[src/rtl/eight_player.sv]
// Player sprite controller: horizontal walking with edge clamps, a
// ballistic jump, chaser collision detection, lives and post-hit immunity.
module eight_player #(
    parameter int unsigned X_START       = 320,
    parameter int unsigned Y_GROUND      = 400,
    parameter int unsigned X_MIN         = 2,
    parameter int unsigned X_MAX         = 637,
    parameter int unsigned X_STEP        = 2,
    parameter int unsigned JUMP_V0       = 12,
    parameter int unsigned HIT_RADIUS    = 8,
    parameter int unsigned INVULN_FRAMES = 60,
    parameter int unsigned LIVES_INIT    = 3
) (
    input  logic       frame_clk,
    input  logic       Reset,
    input  logic [7:0] keycode,
    input  logic [9:0] ismilex,
    input  logic [9:0] ismiley,
    output logic [9:0] eightx,
    output logic [9:0] eighty,
    output logic [1:0] lives,
    output logic       hit,
    output logic       invuln,
    output logic       game_over
);

    localparam logic [7:0] KEY_LEFT  = 8'h04;
    localparam logic [7:0] KEY_RIGHT = 8'h07;
    localparam logic [7:0] KEY_JUMP  = 8'h1A;

    localparam int unsigned CW = (INVULN_FRAMES > 0) ? $clog2(INVULN_FRAMES + 1) : 1;

    localparam logic [9:0]    XSTART_V   = 10'(X_START);
    localparam logic [9:0]    YGND_V     = 10'(Y_GROUND);
    localparam logic [9:0]    XMIN_V     = 10'(X_MIN);
    localparam logic [9:0]    XMAX_V     = 10'(X_MAX);
    localparam logic [9:0]    XSTEP_V    = 10'(X_STEP);
    localparam logic [10:0]   XMAX_W     = 11'(X_MAX);
    localparam logic [10:0]   XSTEP_W    = 11'(X_STEP);
    localparam logic [10:0]   XLEFT_LIM  = 11'(X_MIN + X_STEP);
    localparam logic [10:0]   YGND_W     = 11'(Y_GROUND);
    localparam logic [3:0]    JV0        = 4'(JUMP_V0);
    localparam logic [9:0]    RADIUS     = 10'(HIT_RADIUS);
    localparam logic [CW-1:0] INV_INIT   = CW'(INVULN_FRAMES);
    localparam logic [1:0]    LIVES_V    = 2'(LIVES_INIT);

    typedef enum logic [1:0] {GROUND, RISING, FALLING, DEAD} state_t;

    state_t        state_q, state_d;
    logic [3:0]    vel_q, vel_d;
    logic [9:0]    x_q, x_d;
    logic [9:0]    y_q, y_d;
    logic [1:0]    lives_q, lives_d;
    logic [CW-1:0] cnt_q, cnt_d;
    logic          hit_q, hit_d;

    logic [10:0]   x_ext, x_right, y_fall;
    logic [9:0]    dx, dy;
    logic          collide, counted;

    // State register with synchronous active-low reset
    always_ff @(posedge frame_clk) begin
        if (!Reset) begin
            state_q <= GROUND;
            vel_q   <= '0;
            x_q     <= XSTART_V;
            y_q     <= YGND_V;
            lives_q <= LIVES_V;
            cnt_q   <= '0;
            hit_q   <= 1'b0;
        end else begin
            state_q <= state_d;
            vel_q   <= vel_d;
            x_q     <= x_d;
            y_q     <= y_d;
            lives_q <= lives_d;
            cnt_q   <= cnt_d;
            hit_q   <= hit_d;
        end
    end

    // Next-state logic: horizontal motion, jump physics and collision bookkeeping
    always_comb begin
        state_d = state_q;
        vel_d   = vel_q;
        x_d     = x_q;
        y_d     = y_q;
        lives_d = lives_q;
        hit_d   = 1'b0;
        cnt_d   = (cnt_q != '0) ? cnt_q - CW'(1) : '0;

        x_ext   = {1'b0, x_q};
        x_right = x_ext + XSTEP_W;
        y_fall  = {1'b0, y_q} + {7'b0, vel_q};
        dx      = (x_q >= ismilex) ? x_q - ismilex : ismilex - x_q;
        dy      = (y_q >= ismiley) ? y_q - ismiley : ismiley - y_q;
        collide = (dx <= RADIUS) && (dy <= RADIUS);
        counted = collide && (state_q != DEAD) && (cnt_q == '0);

        if (state_q != DEAD) begin
            // Left clamp compares before subtracting so a small x never wraps
            if (keycode == KEY_LEFT) begin
                x_d = (x_ext >= XLEFT_LIM) ? x_q - XSTEP_V : XMIN_V;
            end else if (keycode == KEY_RIGHT) begin
                x_d = (x_right > XMAX_W) ? XMAX_V : x_right[9:0];
            end

            case (state_q)
                GROUND: begin
                    if (keycode == KEY_JUMP) begin
                        state_d = RISING;
                        vel_d   = JV0;
                    end
                end
                RISING: begin
                    y_d = y_q - {6'b0, vel_q};
                    if (vel_q == 4'd1) begin
                        state_d = FALLING;
                        vel_d   = '0;
                    end else begin
                        vel_d = vel_q - 4'd1;
                    end
                end
                FALLING: begin
                    if (y_fall >= YGND_W) begin
                        y_d     = YGND_V;
                        vel_d   = '0;
                        state_d = GROUND;
                    end else begin
                        y_d   = y_fall[9:0];
                        vel_d = (vel_q >= JV0) ? JV0 : vel_q + 4'd1;
                    end
                end
                default: ;
            endcase

            if (counted) begin
                hit_d   = 1'b1;
                lives_d = lives_q - 2'd1;
                cnt_d   = INV_INIT;
                if (lives_q == 2'd1) begin
                    state_d = DEAD;
                end
            end
        end
    end

    // Outputs decoded directly from registers
    always_comb begin
        eightx    = x_q;
        eighty    = y_q;
        lives     = lives_q;
        hit       = hit_q;
        invuln    = (cnt_q != '0);
        game_over = (state_q == DEAD);
    end

endmodule

[config.mk]
export PLATFORM = sky130hd
export DESIGN_NAME = eight_player
export DESIGN_NICKNAME = d
export VERILOG_FILES = /design/src/rtl/eight_player.sv
export SDC_FILE = /design/constraint.sdc
export NUM_CORES = 1
export LEC_CHECK = 0
export CORE_MARGIN = 1.5
export CORE_UTILIZATION = 45
export CTS_CLUSTER_SIZE = 14
export DETAILED_ROUTE_END_ITERATION = 8
export PLACE_DENSITY = 0.73
export SLEW_MARGIN = 20
export SYNTH_ARGS = -nofsm -noshare
export SYNTH_HDL_FRONTEND = slang
export SYNTH_SLANG_ARGS = --single-unit
[constraint.sdc]
create_clock -name frame_clk -period 10.65 [get_ports frame_clk]
set_clock_uncertainty 0.2 [all_clocks]
set_input_delay 2.13 -clock frame_clk [delete_from_list [all_inputs] [get_ports frame_clk]]
set_output_delay 2.13 -clock frame_clk [all_outputs]
set_load 0.1 [all_outputs]
==> results of run 1 <==
[flip-flops by register name, summed over array words and instances, names as in the netlist]
register  flops
hit           1
eighty       10
cnt_q         6
lives         2
state_q       2
eightx       10
vel_q         4
[power by group]
| part | total [mW] | leakage (nW) | switching, mW | internal [mW] |
|---|---|---|---|---|
| clock network | 0.0999 | 0.0412 | 0.0541 | 0.0458 |
| registers | 0.147 | 0.284 | 0.00734 | 0.140 |
| logic | 0.157 | 1.81 | 0.0953 | 0.0621 |
[routing by layer]
layer | vias up | wire (um) | global-route usage [%]
li1 | 2368 | - | -
met4 | 0 | 268 | 9.04
met5 | - | 0 | 0
met1 | 2247 | 6140 | 33.8
met2 | 162 | 6040 | 39.4
met3 | 27 | 758 | 3.29
[per-stage QoR]
| stage | util [%] | area, um^2 | power (mW) | worst slack [ps] |
|---|---|---|---|---|
| after CTS | 53.3 | 5210 | 0.405 | 5090 |
| after global placement | 52.5 | 5130 | 0.304 | 4880 |
| after floorplan | - | 4540 | 0.267 | 5600 |
| final | 53.4 | 5220 | 0.404 | 5050 |
| after detailed placement | 52.5 | 5130 | 0.306 | 4790 |
| after global routing | 53.4 | 5220 | 0.428 | 4860 |
[logic make-up (layout without fill, tap and decap cells)]
logic type / Yosys count / count (layout) / synth area share (%)
AOI/OAI and AO/OA: 221 / 221 / 32.1
xor gates and xnor gates: 19 / 19 / 3.67
adders and majority gates: 62 / 62 / 17.4
buffers and inverters: 89 / 123 / 7.61
DFF: 35 / 35 / 15.4
muxes: 4 / 4 / 0.910
and+or+nand+nor: 200 / 200 / 22.8
[path summary, 6_finish.rpt]
path / to / slack, ps
worst max-delay path: state_q[1] / 5050
worst min-delay path: cnt_q[0] / 250
worst max register to register: state_q[1] / 6810
worst min register to register: cnt_q[0] / 250
[critical path: cells and delay by family]
kind / cells / cell delay (ps)
compound gates: 3 / 790
fa+ha+maj: 1 / 430
buf+inv: 2 / 550
simple gates: 6 / 1710
[area by class of cell]
cell class	instances	area, um^2
well taps	133	166
multi-input cells	506	3500
fillers	957	4560
flip-flops and latches	35	701
clock inverters	2	12.5
clock buffers	6	72.6
inverters	61	229
repair buffers	54	541
[Yosys cell counts (4+ instances only)]
cell type	n	area (um^2)
nor2_1	49	184
dfxtp_1	35	701
and3_1	10	62.6
nor4_1	5	31.3
a21oi_1	61	305
o2111ai_1	4	35.0
o21a_1	13	97.6
o21ai_1	5	25.0
o31ai_1	5	37.5
ha_1	60	751
nor3_1	14	70.1
nand4_1	8	50.1
or4_1	4	30.0
xor2_1	9	78.8
a211oi_1	6	45.0
o21ai_0	38	190
nand3_1	18	90.1
xnor2_1	10	87.6
or3_1	6	37.5
a31oi_1	18	113
nand2_1	48	180
o22ai_1	7	43.8
o21bai_1	4	30.0
clkbuf_1	24	90.1
nor2b_1	7	43.8
o211ai_1	7	52.6
a221oi_1	8	70.1
nand3b_1	5	37.5
and2_1	6	37.5
o211a_1	4	40.0
inv_1	61	229
==> impl_table.tex, run 1 <==
\begin{tabular}{lr}
\hline
Metric & Value \\
\hline
\multicolumn{2}{l}{\textbf{Drt}} \\
\quad Routed length per instance & 16.6 um \\
\quad Length of the first detailed-routing pass in iterations & 5 \\
\quad Total wirelength of the detailed-routed design & 13200 um \\
\quad Total vias in the final route & 4804 \\
\quad Vias per cell & 6.03 \\
\quad DRC viols & 0 \\
\quad Initial DRC count & 313 \\
\quad Count of antenna-violating nets left after detailed routing & 0 \\
\multicolumn{2}{l}{\textbf{Clock network}} \\
\quad Cells resized by post-CTS repair & 0 \\
\quad Clock Path Buffers & 2 \\
\quad TritonCTS clock tree & yes \\
\quad Clock-pin slew on the worst setup and hold paths & 80 ps \\
\quad Max H-tree Level & 2 \\
\quad Number of buffers added to fix hold violations after cts & 0 \\
\quad Sinks on Clock Net & 35 \\
\quad Clock latency of the later-clocked register in the worst-skew pair & 300 ps \\
\quad Post-CTS setup buffers & 0 \\
\quad Number of CTS-inserted buffers & 5 \\
\quad Root buffer selected by CTS & clkbuf\_8 \\
\multicolumn{2}{l}{\textbf{STA}} \\
\quad Final-layout worst hold slack & 253 ps \\
\quad Relative slew slack & 34.5\% \\
\quad Final hold viol count & 0 \\
\quad Fin crit period & 5600 ps \\
\quad Final worst-path cycle share & 52.5\% \\
\quad Max-slew violation count & 0 \\
\quad Maximum operating frequency & 179 MHz \\
\quad Accumulated negative setup slack & 0 ps \\
\quad Unrepaired setup endpoints after global routing & no \\
\quad Setup violators final & 0 \\
\quad Transition at the pin with the smallest max-transition slack & 979 ps \\
\multicolumn{2}{l}{\textbf{Yosys}} \\
\quad Ys Warns & 0 \\
\quad Area of the mapped netlist & 4540 um\^{}2 \\
\quad Cells after Synth & 630 \\
\quad Portion of the post-synthesis area used by sequential elements & 15.4\% \\
\quad Number of enable-type register cells in the synthesized netlist & 0 \\
\quad Most frequently used flop master after synthesis & dfxtp\_1 \\
\quad Synthesis-stage register bit count & 35 \\
\quad Syn\_area\_per\_cell & 7.20 um\^{}2 \\
\quad Share of synthesized flip-flops with an asynchronous set or reset & 0\% \\
\quad Number of distinct standard cells referenced by the synthesized netlist & 76 \\
\quad Synth Net Count & 722 \\
\multicolumn{2}{l}{\textbf{Pwr}} \\
\quad Pwr/cell area & 77.5 nW/um\^{}2 \\
\quad Max IR drop VDD & 179 uV \\
\quad Cell leakage power & 2.14 nW \\
\multicolumn{2}{l}{\textbf{Floorplan}} \\
\quad Die Footprint & 10700 um\^{}2 \\
\quad Number of top-level design ports & 55 \\
\quad Initial Utilization & 46.4\% \\
\quad Placeable Area & 9770 um\^{}2 \\
\quad Horiz. Die Dim & 103 um \\
\quad Y dimension of the die & 103 um \\
\quad Placement row count & 36 \\
\multicolumn{2}{l}{\textbf{Worst hold path}} \\
\quad Class of the tightest hold or removal check & flop to flop \\
\quad Hold path startpoint & cnt\_q[0] \\
\quad Hold-critical path depth & 1 \\
\multicolumn{2}{l}{\textbf{Critical path}} \\
\quad Depth of the most critical reg-to-reg path & 11 \\
\quad Critical Path Slowest Stage Cell & or4\_1 \\
\quad Slowest cell delay on critical path & 510 ps \\
\quad Setup crit end kind & flop \\
\quad Required time of the worst setup path & 10660 ps \\
\quad Cell Chain, Critical Path & clkdlybuf4s50\_1 -> inv\_1 -> ha\_1 -> and4\_4 -> and3\_4 -> a311o\_1 -> or4\_1 -> a22oi\_1 -> nor4\_1 -> nor4\_4 -> nand3\_2 -> o31ai\_2 \\
\quad Startpoint of the worst setup timing path & ismiley[5] \\
\quad Reg-to-reg critical path startpoint & vel\_q[0] \\
\quad Maximum net fanout on the critical path & 9 \\
\quad Critical path launch point type & input port \\
\quad Category of the critical setup timing path & input port to flop \\
\quad Data arrival at the endpoint of the critical path & 5610 ps \\
\multicolumn{2}{l}{\textbf{Cells and area}} \\
\quad Total number of nets in the final design & 755 \\
\quad Post-synthesis to final-layout area growth & 15.0\% \\
\quad Leading cell types in the layout, fill and taps excluded & 61 x inv\_1, 61 x a21oi\_1, 60 x ha\_1, 54 x clkdlybuf4s50\_1, 49 x nor2\_1 \\
\quad Ratio of cells with drive above 1 in the final layout & 3.31\% \\
\quad Ant. Diodes & 0 \\
\quad Number of non-filler instances in the completed layout & 797 \\
\multicolumn{2}{l}{\textbf{GRT}} \\
\quad Number of global-route vias before repair & 4406 \\
\quad Largest net degree at the start of global routing & 22 \\
\quad Wire length of the first global-routing pass & 20800 um \\
\quad Remaining Overflow, GRT & 0 \\
\quad Antenna violations before repair & 0 \\
\quad Gr usage total & 24.6\% \\
\multicolumn{2}{l}{\textbf{Flow run}} \\
\quad Max-capacitance violation count & 0 \\
\multicolumn{2}{l}{\textbf{Outcome}} \\
\quad Run status & complete, no violations \\
\multicolumn{2}{l}{\textbf{Placed design}} \\
\quad Number of cells in the design after placement & 789 \\
\quad Port buffer count & 54 \\
\quad Sum of net half-perimeters after detailed placement & 10300 um \\
\quad Weighted congestion reported at the end of routability-driven placement & 0.932 \\
\hline
\end{tabular}
No activity file was read; power rests on OpenSTA's default activity.
==> run 2: changes to the inputs <==
PLACE_DENSITY = 0.75   (was 0.73)
clock period = 4.6 ns   (was 10.65 ns; I/O delays follow)
==> impl_table.tex, run 2 (synthesized netlist as in run 1, its figures left out) <==
\begin{tabular}{lr}
\hline
Metric & Value \\
\hline
\multicolumn{2}{l}{\textbf{Outcome}} \\
\quad Run status & complete, no violations \\
\multicolumn{2}{l}{\textbf{Critical path}} \\
\quad Slowest cell delay on critical path & 500 ps \\
\quad Category of the critical setup timing path & input port to flop \\
\quad Top delay family on crit path & simple AND/OR/NAND/NOR gates \\
\quad Required time of the worst setup path & 4620 ps \\
\quad Critical path launch point type & input port \\
\quad Critical Path Slowest Stage Cell & clkdlybuf4s50\_1 \\
\quad Data arrival at the endpoint of the critical path & 4290 ps \\
\quad CP Buf/Inv Count & 2 \\
\quad Maximum net fanout on the critical path & 7 \\
\quad Setup crit end kind & flop \\
\quad Cell Chain, Critical Path & clkdlybuf4s50\_1 -> inv\_1 -> ha\_1 -> and4\_4 -> and3\_4 -> a311o\_1 -> or4\_1 -> a22oi\_1 -> nor4\_1 -> nor4\_4 -> nand3\_2 -> o31ai\_2 \\
\multicolumn{2}{l}{\textbf{Clock network}} \\
\quad Max H-tree Level & 2 \\
\quad Root buffer selected by CTS & clkbuf\_8 \\
\quad TritonCTS clock tree & yes \\
\quad Cells resized by post-CTS repair & 0 \\
\quad Clock Path Buffers & 2 \\
\quad Clock latency of the later-clocked register in the worst-skew pair & 300 ps \\
\quad Number of CTS-inserted buffers & 5 \\
\quad Sinks on Clock Net & 35 \\
\quad Number of buffers added to fix hold violations after cts & 0 \\
\quad Post-CTS setup buffers & 0 \\
\quad Clock-pin slew on the worst setup and hold paths & 80 ps \\
\multicolumn{2}{l}{\textbf{GRT}} \\
\quad Largest net degree at the start of global routing & 22 \\
\quad Remaining Overflow, GRT & 0 \\
\quad Antenna violations before repair & 0 \\
\quad Wire length of the first global-routing pass & 21000 um \\
\quad Number of global-route vias before repair & 4450 \\
\quad Gr usage total & 24.4\% \\
\multicolumn{2}{l}{\textbf{Drt}} \\
\quad Total wirelength of the detailed-routed design & 12800 um \\
\quad Routed length per instance & 15.8 um \\
\quad Vias per cell & 5.98 \\
\quad Length of the first detailed-routing pass in iterations & 5 \\
\quad Initial DRC count & 342 \\
\quad DRC viols & 0 \\
\quad Total vias in the final route & 4860 \\
\quad Count of antenna-violating nets left after detailed routing & 0 \\
\multicolumn{2}{l}{\textbf{STA}} \\
\quad Final worst-path cycle share & 92.8\% \\
\quad Accumulated negative setup slack & 0 ps \\
\quad Setup violators final & 0 \\
\quad Unrepaired setup endpoints after global routing & no \\
\quad Fin crit period & 4270 ps \\
\quad Transition at the pin with the smallest max-transition slack & 988 ps \\
\quad Final hold viol count & 0 \\
\quad Maximum operating frequency & 234 MHz \\
\quad Max-slew violation count & 0 \\
\quad Relative slew slack & 34.0\% \\
\multicolumn{2}{l}{\textbf{Cells and area}} \\
\quad Ant. Diodes & 0 \\
\quad Post-synthesis to final-layout area growth & 17.7\% \\
\quad Total number of nets in the final design & 771 \\
\quad Number of non-filler instances in the completed layout & 813 \\
\quad Leading cell types in the layout, fill and taps excluded & 61 x inv\_1, 61 x a21oi\_1, 60 x ha\_1, 54 x clkdlybuf4s50\_1, 49 x nor2\_1 \\
\quad Ratio of cells with drive above 1 in the final layout & 5.59\% \\
\multicolumn{2}{l}{\textbf{Placed design}} \\
\quad Sum of net half-perimeters after detailed placement & 10000 um \\
\quad Weighted congestion reported at the end of routability-driven placement & 1.01 \\
\quad Port buffer count & 54 \\
\quad Number of cells in the design after placement & 805 \\
\multicolumn{2}{l}{\textbf{Floorplan}} \\
\quad Placement row count & 36 \\
\quad Placeable Area & 9770 um\^{}2 \\
\quad Initial Utilization & 46.4\% \\
\quad Y dimension of the die & 103 um \\
\quad Horiz. Die Dim & 103 um \\
\quad Die Footprint & 10700 um\^{}2 \\
\quad Number of top-level design ports & 55 \\
\multicolumn{2}{l}{\textbf{Flow run}} \\
\quad Max-capacitance violation count & 0 \\
\multicolumn{2}{l}{\textbf{Worst hold path}} \\
\quad Class of the tightest hold or removal check & flop to flop \\
\multicolumn{2}{l}{\textbf{Pwr}} \\
\quad Max IR drop VDD & 403 uV \\
\quad Cell leakage power & 2.21 nW \\
\quad Pwr/cell area & 178 nW/um\^{}2 \\
\hline
\end{tabular}
==> run 2: changes by cell type in the layout (fill, tap and decap cells not counted), sizes merged <==
| cell | delta |
|---|---|
| buf | +16 |
| clkbuf | -1 |
| clkinv | +1 |
==> run 2: area by class of cell <==
| class | instances | area, um^2 |
|---|---|---|
| clock buffers | 5 | 68.8 |
| clock inverters | 3 | 25.0 |
| fillers | 942 | 4430 |
| inverters | 61 | 229 |
| multi-input cells | 506 | 3490 |
| flip-flops and latches | 35 | 701 |
| well taps | 133 | 166 |
| repair buffers | 70 | 661 |
==> run 2: per-layer routing <==
metal / routed length (um) / up-vias / GRT usage [%] / share of wire (%)
met2: 5920 / 173 / 39.2 / 46
li1: - / 2411 / - / -
met4: 272 / 0 / 8.42 / 2.1
met1: 5950 / 2253 / 33.8 / 46
met3: 691 / 23 / 2.76 / 5.4
met5: 0 / - / 0 / 0
==> run 2: power by group <==
group	switching (mW)	internal, mW	total (mW)	leakage [nW]
logic	0.225	0.149	0.374	1.89
clock network	0.130	0.108	0.238	0.0443
registers	0.0168	0.324	0.340	0.284
total	0.371	0.581	0.952	2.21
==> run 2: metrics by stage <==
| stage | util, % | cell area (um^2) | power [mW] | hold WS (ps) | setup WS (ps) |
|---|---|---|---|---|---|
| after global routing | 54.6 | 5340 | 1.01 | 288 | 111 |
| after global placement | 53.7 | 5250 | 0.709 | 234 | 145 |
| final | 54.6 | 5340 | 0.952 | 252 | 329 |
| after detailed placement | 53.7 | 5250 | 0.719 | 236 | 63.3 |
| after floorplan | - | 4540 | 0.618 | 213 | 549 |
| after CTS | 54.6 | 5340 | 0.957 | 248 | 361 |
==> run 2: path summary, 6_finish.rpt <==
path	start	to	slack [ps]	cells past startpoint
hold / removal	cnt_q[0]	cnt_q[0]	250	1
hold reg to reg	cnt_q[0]	cnt_q[0]	250	1
setup reg to reg	vel_q[0]	state_q[0]	890	11
setup / recovery	ismiley[8]	state_q[0]	330	12
